$ cat config.mk
export PLATFORM = sky130hd
export DESIGN_NAME = systolic_output_deskew
export DESIGN_NICKNAME = d
export VERILOG_FILES = /design/src/rtl/systolic_output_deskew.sv
export SDC_FILE = /design/constraint.sdc
export NUM_CORES = 1
export LEC_CHECK = 0
export CORE_ASPECT_RATIO = 1.2
export CORE_MARGIN = 3
export CORE_UTILIZATION = 38
export CTS_BUF_LIST = sky130_fd_sc_hd__clkbuf_4
export CTS_CLUSTER_DIAMETER = 50
export DETAILED_ROUTE_END_ITERATION = 7
export PLACE_DENSITY = 0.63
export SETUP_SLACK_MARGIN = 0.1
export SLEW_MARGIN = 5
export SYNTH_ARGS = -nofsm -noshare
export SYNTH_HDL_FRONTEND = slang
export SYNTH_SLANG_ARGS = --single-unit
$ cat constraint.sdc
create_clock -name clk -period 7.7 [get_ports clk]
set_input_delay 0.77 -clock clk [delete_from_list [all_inputs] [get_ports clk]]
set_output_delay 0.77 -clock clk [all_outputs]
set_load 0.01 [all_outputs]
$ cat src/rtl/systolic_output_deskew.sv
// Removes the diagonal skew of the 4x4 systolic array bottom edge and buffers aligned rows in a FIFO.
// Optional build macro DESKEW_RELU_EN clamps negative column values to zero before buffering.
module systolic_output_deskew #(
  parameter int unsigned DATA_W     = 24,
  parameter int unsigned FIFO_DEPTH = 8,
  parameter int unsigned AF_THRESH  = 6
) (
  input  logic                          clk,
  input  logic                          rst_n,
  input  logic                          en,
  input  logic [DATA_W-1:0]             psum_in_0,
  input  logic [DATA_W-1:0]             psum_in_1,
  input  logic [DATA_W-1:0]             psum_in_2,
  input  logic [DATA_W-1:0]             psum_in_3,
  input  logic                          col0_valid,
  output logic [4*DATA_W-1:0]           out_data,
  output logic                          out_valid,
  input  logic                          out_ready,
  output logic [$clog2(FIFO_DEPTH):0]   count,
  output logic                          almost_full,
  output logic                          overflow,
  input  logic                          clear_overflow
);

  localparam int unsigned AW = $clog2(FIFO_DEPTH);
  localparam int unsigned CW = AW + 1;
  localparam logic [CW-1:0] DepthC = CW'(FIFO_DEPTH);
  localparam logic [CW-1:0] AfC    = CW'(AF_THRESH);

  logic [2:0][DATA_W-1:0] d0_q;
  logic [1:0][DATA_W-1:0] d1_q;
  logic [DATA_W-1:0]      d2_q;
  logic [2:0]             vld_q;

  logic [FIFO_DEPTH-1:0][4*DATA_W-1:0] mem_q;
  logic [AW-1:0] wptr_q, wptr_d, rptr_q, rptr_d;
  logic [CW-1:0] count_q, count_d;
  logic          af_q, af_d;
  logic          ovf_q, ovf_d;

  logic                row_wr, full, push, pop, drop;
  logic [4*DATA_W-1:0] row_raw, row_wdata;

  function automatic logic [DATA_W-1:0] relu(input logic [DATA_W-1:0] x);
    return x[DATA_W-1] ? '0 : x;
  endfunction

  // Column c is delayed (3 - c) en-cycles so all four line up with column 3.
  always_ff @(posedge clk or negedge rst_n) begin
    if (!rst_n) begin
      d0_q  <= '0;
      d1_q  <= '0;
      d2_q  <= '0;
      vld_q <= '0;
    end else if (en) begin
      d0_q  <= {d0_q[1], d0_q[0], psum_in_0};
      d1_q  <= {d1_q[0], psum_in_1};
      d2_q  <= psum_in_2;
      vld_q <= {vld_q[1:0], col0_valid};
    end
  end

  assign row_wr  = en & vld_q[2];
  assign row_raw = {psum_in_3, d2_q, d1_q[1], d0_q[2]};

`ifdef DESKEW_RELU_EN
  assign row_wdata = {relu(row_raw[4*DATA_W-1:3*DATA_W]), relu(row_raw[3*DATA_W-1:2*DATA_W]),
                      relu(row_raw[2*DATA_W-1:DATA_W]), relu(row_raw[DATA_W-1:0])};
`else
  assign row_wdata = row_raw;
`endif

  assign out_valid = (count_q != '0);
  assign full      = (count_q == DepthC);
  assign pop       = out_valid & out_ready;
  // A simultaneous pop frees the slot, so a write at full is still accepted.
  assign push      = row_wr & (~full | pop);
  assign drop      = row_wr & full & ~pop;

  always_comb begin
    wptr_d  = wptr_q;
    rptr_d  = rptr_q;
    count_d = count_q;
    if (push) wptr_d = wptr_q + AW'(1);
    if (pop)  rptr_d = rptr_q + AW'(1);
    unique case ({push, pop})
      2'b10:   count_d = count_q + CW'(1);
      2'b01:   count_d = count_q - CW'(1);
      default: count_d = count_q;
    endcase
    af_d  = (count_d >= AfC);
    ovf_d = ovf_q;
    if (clear_overflow) ovf_d = 1'b0;
    if (drop)           ovf_d = 1'b1;
  end

  always_ff @(posedge clk or negedge rst_n) begin
    if (!rst_n) begin
      wptr_q  <= '0;
      rptr_q  <= '0;
      count_q <= '0;
      af_q    <= 1'b0;
      ovf_q   <= 1'b0;
    end else begin
      wptr_q  <= wptr_d;
      rptr_q  <= rptr_d;
      count_q <= count_d;
      af_q    <= af_d;
      ovf_q   <= ovf_d;
    end
  end

  // Storage needs no reset: out_data is masked whenever the FIFO is empty.
  always_ff @(posedge clk) begin
    if (push) mem_q[wptr_q] <= row_wdata;
  end

  assign out_data    = out_valid ? mem_q[rptr_q] : '0;
  assign count       = count_q;
  assign almost_full = af_q;
  assign overflow    = ovf_q;

endmodule

Word-level counts from Yosys, hierarchy flattened
Cells that the tools add are included.
{"block": "word_totals", "register_bits": 927, "word_cells": 51, "out_inout_bits": 103, "input_bits": 102}
{"block": "classes", "n_lt_le_gt_ge": 4, "n_bitwise": 8, "muxes": 9, "eq_ne": 3, "add_sub_neg": 4, "reduce_logical": 3}
{"op": "$bwmux W768", "n": 1}
{"op": "$bmux W96 S3", "n": 1}
{"op": "$demux W96 S3", "n": 1}
{"op": "$mux W96", "n": 3}
{"op": "$lt A3 B4 Y1 const B", "n": 2}
{"op": "$pmux W4 S2", "n": 1}
{"op": "$add A3 B1 Y3 const B", "n": 2}
{"op": "$and A1 B1 Y1", "n": 5}
{"op": "$add A4 B1 Y4 const B", "n": 1}
{"op": "$eq A4 B4 Y1 const B", "n": 1}
{"op": "$ge A4 B3 Y1 const B", "n": 1}
{"op": "$reduce_bool A4 Y1", "n": 1}
{"op": "$sub A4 B1 Y4 const B", "n": 1}
{"op": "$ge A3 B1 Y1 const B", "n": 1}
{"op": "$eq A2 B1 Y1 const B", "n": 1}
{"op": "$eq A2 B2 Y1 const B", "n": 1}
{"op": "$mux W1", "n": 2}
{"op": "$not A1 Y1", "n": 2}
{"op": "$reduce_bool A2 Y1", "n": 1}
{"op": "$logic_and A1 B1 Y1", "n": 1}
{"op": "$or A1 B1 Y1", "n": 1}

Longest topological paths before layout
{"block": "logic_depth", "depth_word": 7, "ltp_mapped": 11, "mapped_depth_nobuf": 10}

Worst setup path after synthesis
OpenSTA, ideal clock, no wires.
{"block": "synth_path", "path_kind": "in2reg", "from": "input port out_ready", "to": "register mem_q[0] in the netlist's numbering (enable)", "required_time_ns": 7.032, "t_arrival_ns": 7.765, "setup_ns": 0.668, "path_slack_ns": -0.733, "n_path_buf": 0, "cell_stages": 4, "cell_sequence": "inv_1 a31oi_2 nand2b_1 nor3_1"}
{"block": "synth_between", "elab_chain_len": 3}
{"item": "start, declared", "line_no": "18", "rtl": "input logic out_ready,"}
{"item": "$and A1 B1 Y1", "line_no": "75", "rtl": "assign pop = out_valid & out_ready;"}
{"item": "$or A1 B1 Y1", "line_no": "77", "rtl": "assign push = row_wr & (~full | pop);"}
{"item": "$and A1 B1 Y1", "line_no": "77"}
{"item": "end signal, assigned by index", "line_no": "115", "rtl": "if (push) mem_q[wptr_q] <= row_wdata;"}
{"item": "end, declared", "line_no": "35", "rtl": "logic [FIFO_DEPTH-1:0][4*DATA_W-1:0] mem_q;"}
Every way passes these cells.
A chain may end at the register's enable or synchronous reset.

Final worst setup path
{"block": "layout_path", "from": "register rptr_q[1]", "to": "output port out_data[59]"}
{"block": "layout_between", "elab_chain_len": 3}
{"item": "start, declared", "line_no": "36", "rtl": "logic [AW-1:0] wptr_q, wptr_d, rptr_q, rptr_d;"}
{"item": "start signal, assigned", "line_no": "106", "rtl": "rptr_q <= rptr_d;"}
{"item": "$bmux W96 S3", "line_no": "118", "rtl": "assign out_data = out_valid ? mem_q[rptr_q] : '0;"}
{"item": "$mux W96 (not written as such)", "line_no": "118"}
{"item": "$mux W96", "line_no": "118"}
{"item": "end, declared", "line_no": "16", "rtl": "output logic [4*DATA_W-1:0] out_data,"}
Every way passes these cells. The select of a mux whose other input is x is not followed.

==> flow_summary_export.csv <==
group,metric,value,unit
drt,route.antenna.remaining_nets,0,
floorplan,start_util,38.6,%
synthesis,syn_area,35300,um^2
placement,dp_hpwl,40500,um
power,leakage,14.3,nW
power,sw_frac_of_total,29.9,%
final_layout,layout.cells.non_filler,3408,
sta,fin_crit,5.45,ns
power,ir_drop,0.239,mV
power,p_seq_share,43.4,%
final_layout,drive_gt1_share,35.2,%
synthesis,synth-simple-area-share,1.45,%
grt,overflow,0,
critical_path,crit_required,6.93,ns
floorplan,die_area,96500,um^2
power,p_clk_share,27.5,%
placement,dp_cells,2976,
drt,drc,0,
sta,finalHoldViolCount,0,
power,power_switching,0.00447,W
critical_path,critical_path_class,"reg2out",
synthesis,synth_mux_area_share,19.8,%
critical_path,path_cells,"buf_4, buf_4, mux4_2, mux2i_1, nor2_1, clkdlybuf4s50_1",
sta,fmax,0.184,GHz
floorplan,die_h,340,um
power,power.density,358,nW/um^2
synthesis,synth-edff-count,768,
synthesis,async_flop_share,17.2,%
drt,num_vias,16988,
clock_network,cts_tree,"built",
floorplan,pin_count,205,
synthesis,synthDistinctLibCells,34,
grt,grt_pass1_wl,116000,um
critical_path,cp-start-kind,"flop",
synthesis,ys_seq_area_share,76.7,%
clock_network,clockBufferDepth,3,
drt,drt_iter0_drc,911,
critical_path,rr_endpoint,"almost_full",
clock_network,postCtsSetupBuffers,0,
critical_path,arrival,4.68,ns
sta,max_slew_margin,30.7,%
clock_network,clk_latency,1.07,ns
sta,worst_pin_slew,1.04,ns
sta,drv_slew,0,
drt,wl_per_cell,22.5,um
sta,setup_viol,0,
clock_network,root_buffer,"clkbuf_4",
final_layout,stdcell_area,41800,um^2
sta,fin_skew,0.0861,ns
floorplan,fp.dieW,284,um
drt,dr.pass1.iters,4,
grt,grt_pass1_vias,18796,
drt,finalWirelength,76500,um
synthesis,synthAdderAreaFrac,0.177,%
run,maxCapViolCount,0,
final_layout,seqCellArea,27100,um^2
final_layout,syn_to_final_growth,18.4,%
placement,globalplace.congestion,0.693,
critical_path,slowest_delay,1.02,ns
grt,antenna_found_initial,4,
floorplan,row_count,121,
grt,grt_max_degree,117,
clock_network,clkSinkCount,927,
critical_path,end_kind,"output pin",
synthesis,avgSynthCellArea,22.1,um^2
hold_path,hold_class,"in2reg",
hold_path,hold_depth,3,
power,p_int,0.0105,W
outcome,status,"finished clean",
hold_path,min_from,"en",
final_layout,fin_nets,2080,
sta,setup_tns,0,ns
critical_path,rrSetupSlack,4.25,ns
critical_path,cpMaxStageDelayCell,"dfrtp_4",
final_layout,nFillCells,7933,
synthesis,syn_inst,1599,
synthesis,synth_warnings,0,
critical_path,r2r_cells,10,
clock_network,numCtsBuffers,224,
synthesis,synth_compound_area_share,0.209,%
sta,final.period_utilization,70.7,%
synthesis,synthXorXnorAreaFrac,0.174,%
placement,io_buffers,204,
clock_network,htree_levels,4,
clock_network,path_clk_slew,0.07,ns
hold_path,min_to,"overflow",
synthesis,synth_top_family_by_area,"multiplexers",
sta,rsz0062_at_grt,"false",
critical_path,crit_fanout,56,
drt,via_per_inst,4.98,
final_layout,multiInputGateArea,7760,um^2
critical_path,critical_path.most_common_cell,"buf_4",
power,combPwrFrac,29.0,%
floorplan,coreArea,91400,um^2
grt,grt_usage,16.1,%
synthesis,synth_fp_nets,1706,
placement,dpl_cell_area,38700,um^2
synthesis,ys_seq_elements,927,
synthesis,ys.flop_type,"edfxtp_1",
critical_path,r2r-start,"count[0]",
==> how the worst max path moves through the flow <==
stage,start,end,cells past startpoint
after floorplan,out_ready,mem_q[576],4
after global placement,rptr_q[1],out_data[59],6
after detailed placement,rptr_q[1],out_data[59],6
after CTS,rptr_q[1],out_data[59],6
after global routing,rptr_q[1],out_data[59],6
final,rptr_q[1],out_data[59],6
==> layout by cell type, fill, tap and decap left out, types with 2 or more instances in the layout <==
master	Yosys	routed
buf_12	0	3
buf_4	0	23
clkbuf_4	0	364
clkdlybuf4s50_1	0	202
clkinv_1	0	44
clkinv_2	0	5
clkinv_8	0	3
dfrtp_1	159	156
dfrtp_4	0	3
diode_2	0	4
edfxtp_1	768	768
ha_1	5	5
inv_1	4	4
inv_2	1	2
inv_6	0	7
inv_8	0	2
mux2_1	2	2
mux2_2	148	148
mux2i_1	97	97
mux4_2	192	192
nand2_1	5	5
nand2b_1	3	3
nor2_1	104	98
nor2_4	0	6
nor2b_1	2	2
nor3_4	0	2
nor3b_1	2	2
o21ai_0	2	2
xnor2_1	4	4
xor2_1	3	3
==> sequential cells by signal, summed over array words and instances (netlist names) <==
register / cells
count: 4
wptr_q: 3
d0_q: 72
rptr_q: 3
d2_q: 24
almost_full: 1
mem_q: 768
vld_q: 3
d1_q: 48
overflow: 1
==> cell families after synthesis <==
group,after synthesis
AO/OA/AOI/OAI,10
XOR/XNOR,7
adder cells (fa/ha/maj),5
buffers and inverters,88
flip-flops,927
multiplexers,439
AND/OR/NAND/NOR,123
==> worst max-delay path, delay by kind of cell (launching register included) <==
family,cells,cell delay (ns)
buf+inv,3,1.86
flops,1,1.02
mux,2,0.41
simple gates,1,0.26
==> layout make-up <==
class,instances,share of cell area [%]
inverter,5,0.0449
antenna,4,0.0240
clock buffer,364,6.54
tap,1230,3.69
clock inverter,63,0.854
multi-input combinational,584,18.6
sequential,927,64.8
timing repair buffer,231,5.48
==> power by group through the flow <==
stage	combinational [W]	clock (W)	sequential [W]
final	0.00435	0.00412	0.00650
after global routing	0.00468	0.00455	0.00657
after CTS	0.00450	0.00428	0.00652
after detailed placement	0.00448	0	0.00662
after global placement	0.00446	0	0.00657
after floorplan	0.00282	0	0.00634
==> synthesized netlist by cell type, types with 2 or more instances <==
cell      instances  area, um^2
edfxtp_1        768       23100
mux4_2          192        4320
dfrtp_1         159        3980
mux2_2          148        1670
nor2_1          104         390
mux2i_1          97         971
buf_2            42         210
buf_6            20         225
clkbuf_1         13        48.8
buf_1             8        30.0
ha_1              5        62.6
nand2_1           5        18.8
inv_1             4        15.0
xnor2_1           4        35.0
nand2b_1          3        18.8
nor3_1            3        15.0
xor2_1            3        26.3
mux2_1            2        22.5
nor2b_1           2        12.5
nor3b_1           2        15.0
o21ai_0           2        10.0
==> metal layers <==
metal | part of all wire (%) | up-vias | GRT usage [%]
met2 | 53 | 430 | 28.6
met1 | 40 | 8980 | 19.1
met4 | 2.3 | 2 | 5.89
met3 | 4.5 | 130 | 3.79
met5 | 0.014 | - | 0
li1 | - | 7446 | -
==> stage by stage <==
stage / utilization, % / hold WS [ns] / power (W) / worst slack [ns]
after floorplan: - / 0.474 / 0.00915 / 1.84
after CTS: 45.7 / 0.0667 / 0.0153 / 1.94
final: 45.7 / 0.252 / 0.0150 / 2.25
after global routing: 45.7 / 0.148 / 0.0158 / 1.87
after global placement: 42.3 / 0.483 / 0.0110 / 3.19
after detailed placement: 42.3 / 0.487 / 0.0111 / 3.15
==> repair_timing <==
item                                   4_1_cts  5_1_grt
hold buffers                                 1        0
gates resized for setup                      0        0
setup endpoints to repair                    0        0
endpoints found under the hold margin       96        0
Power figures use the tool's default switching activity.
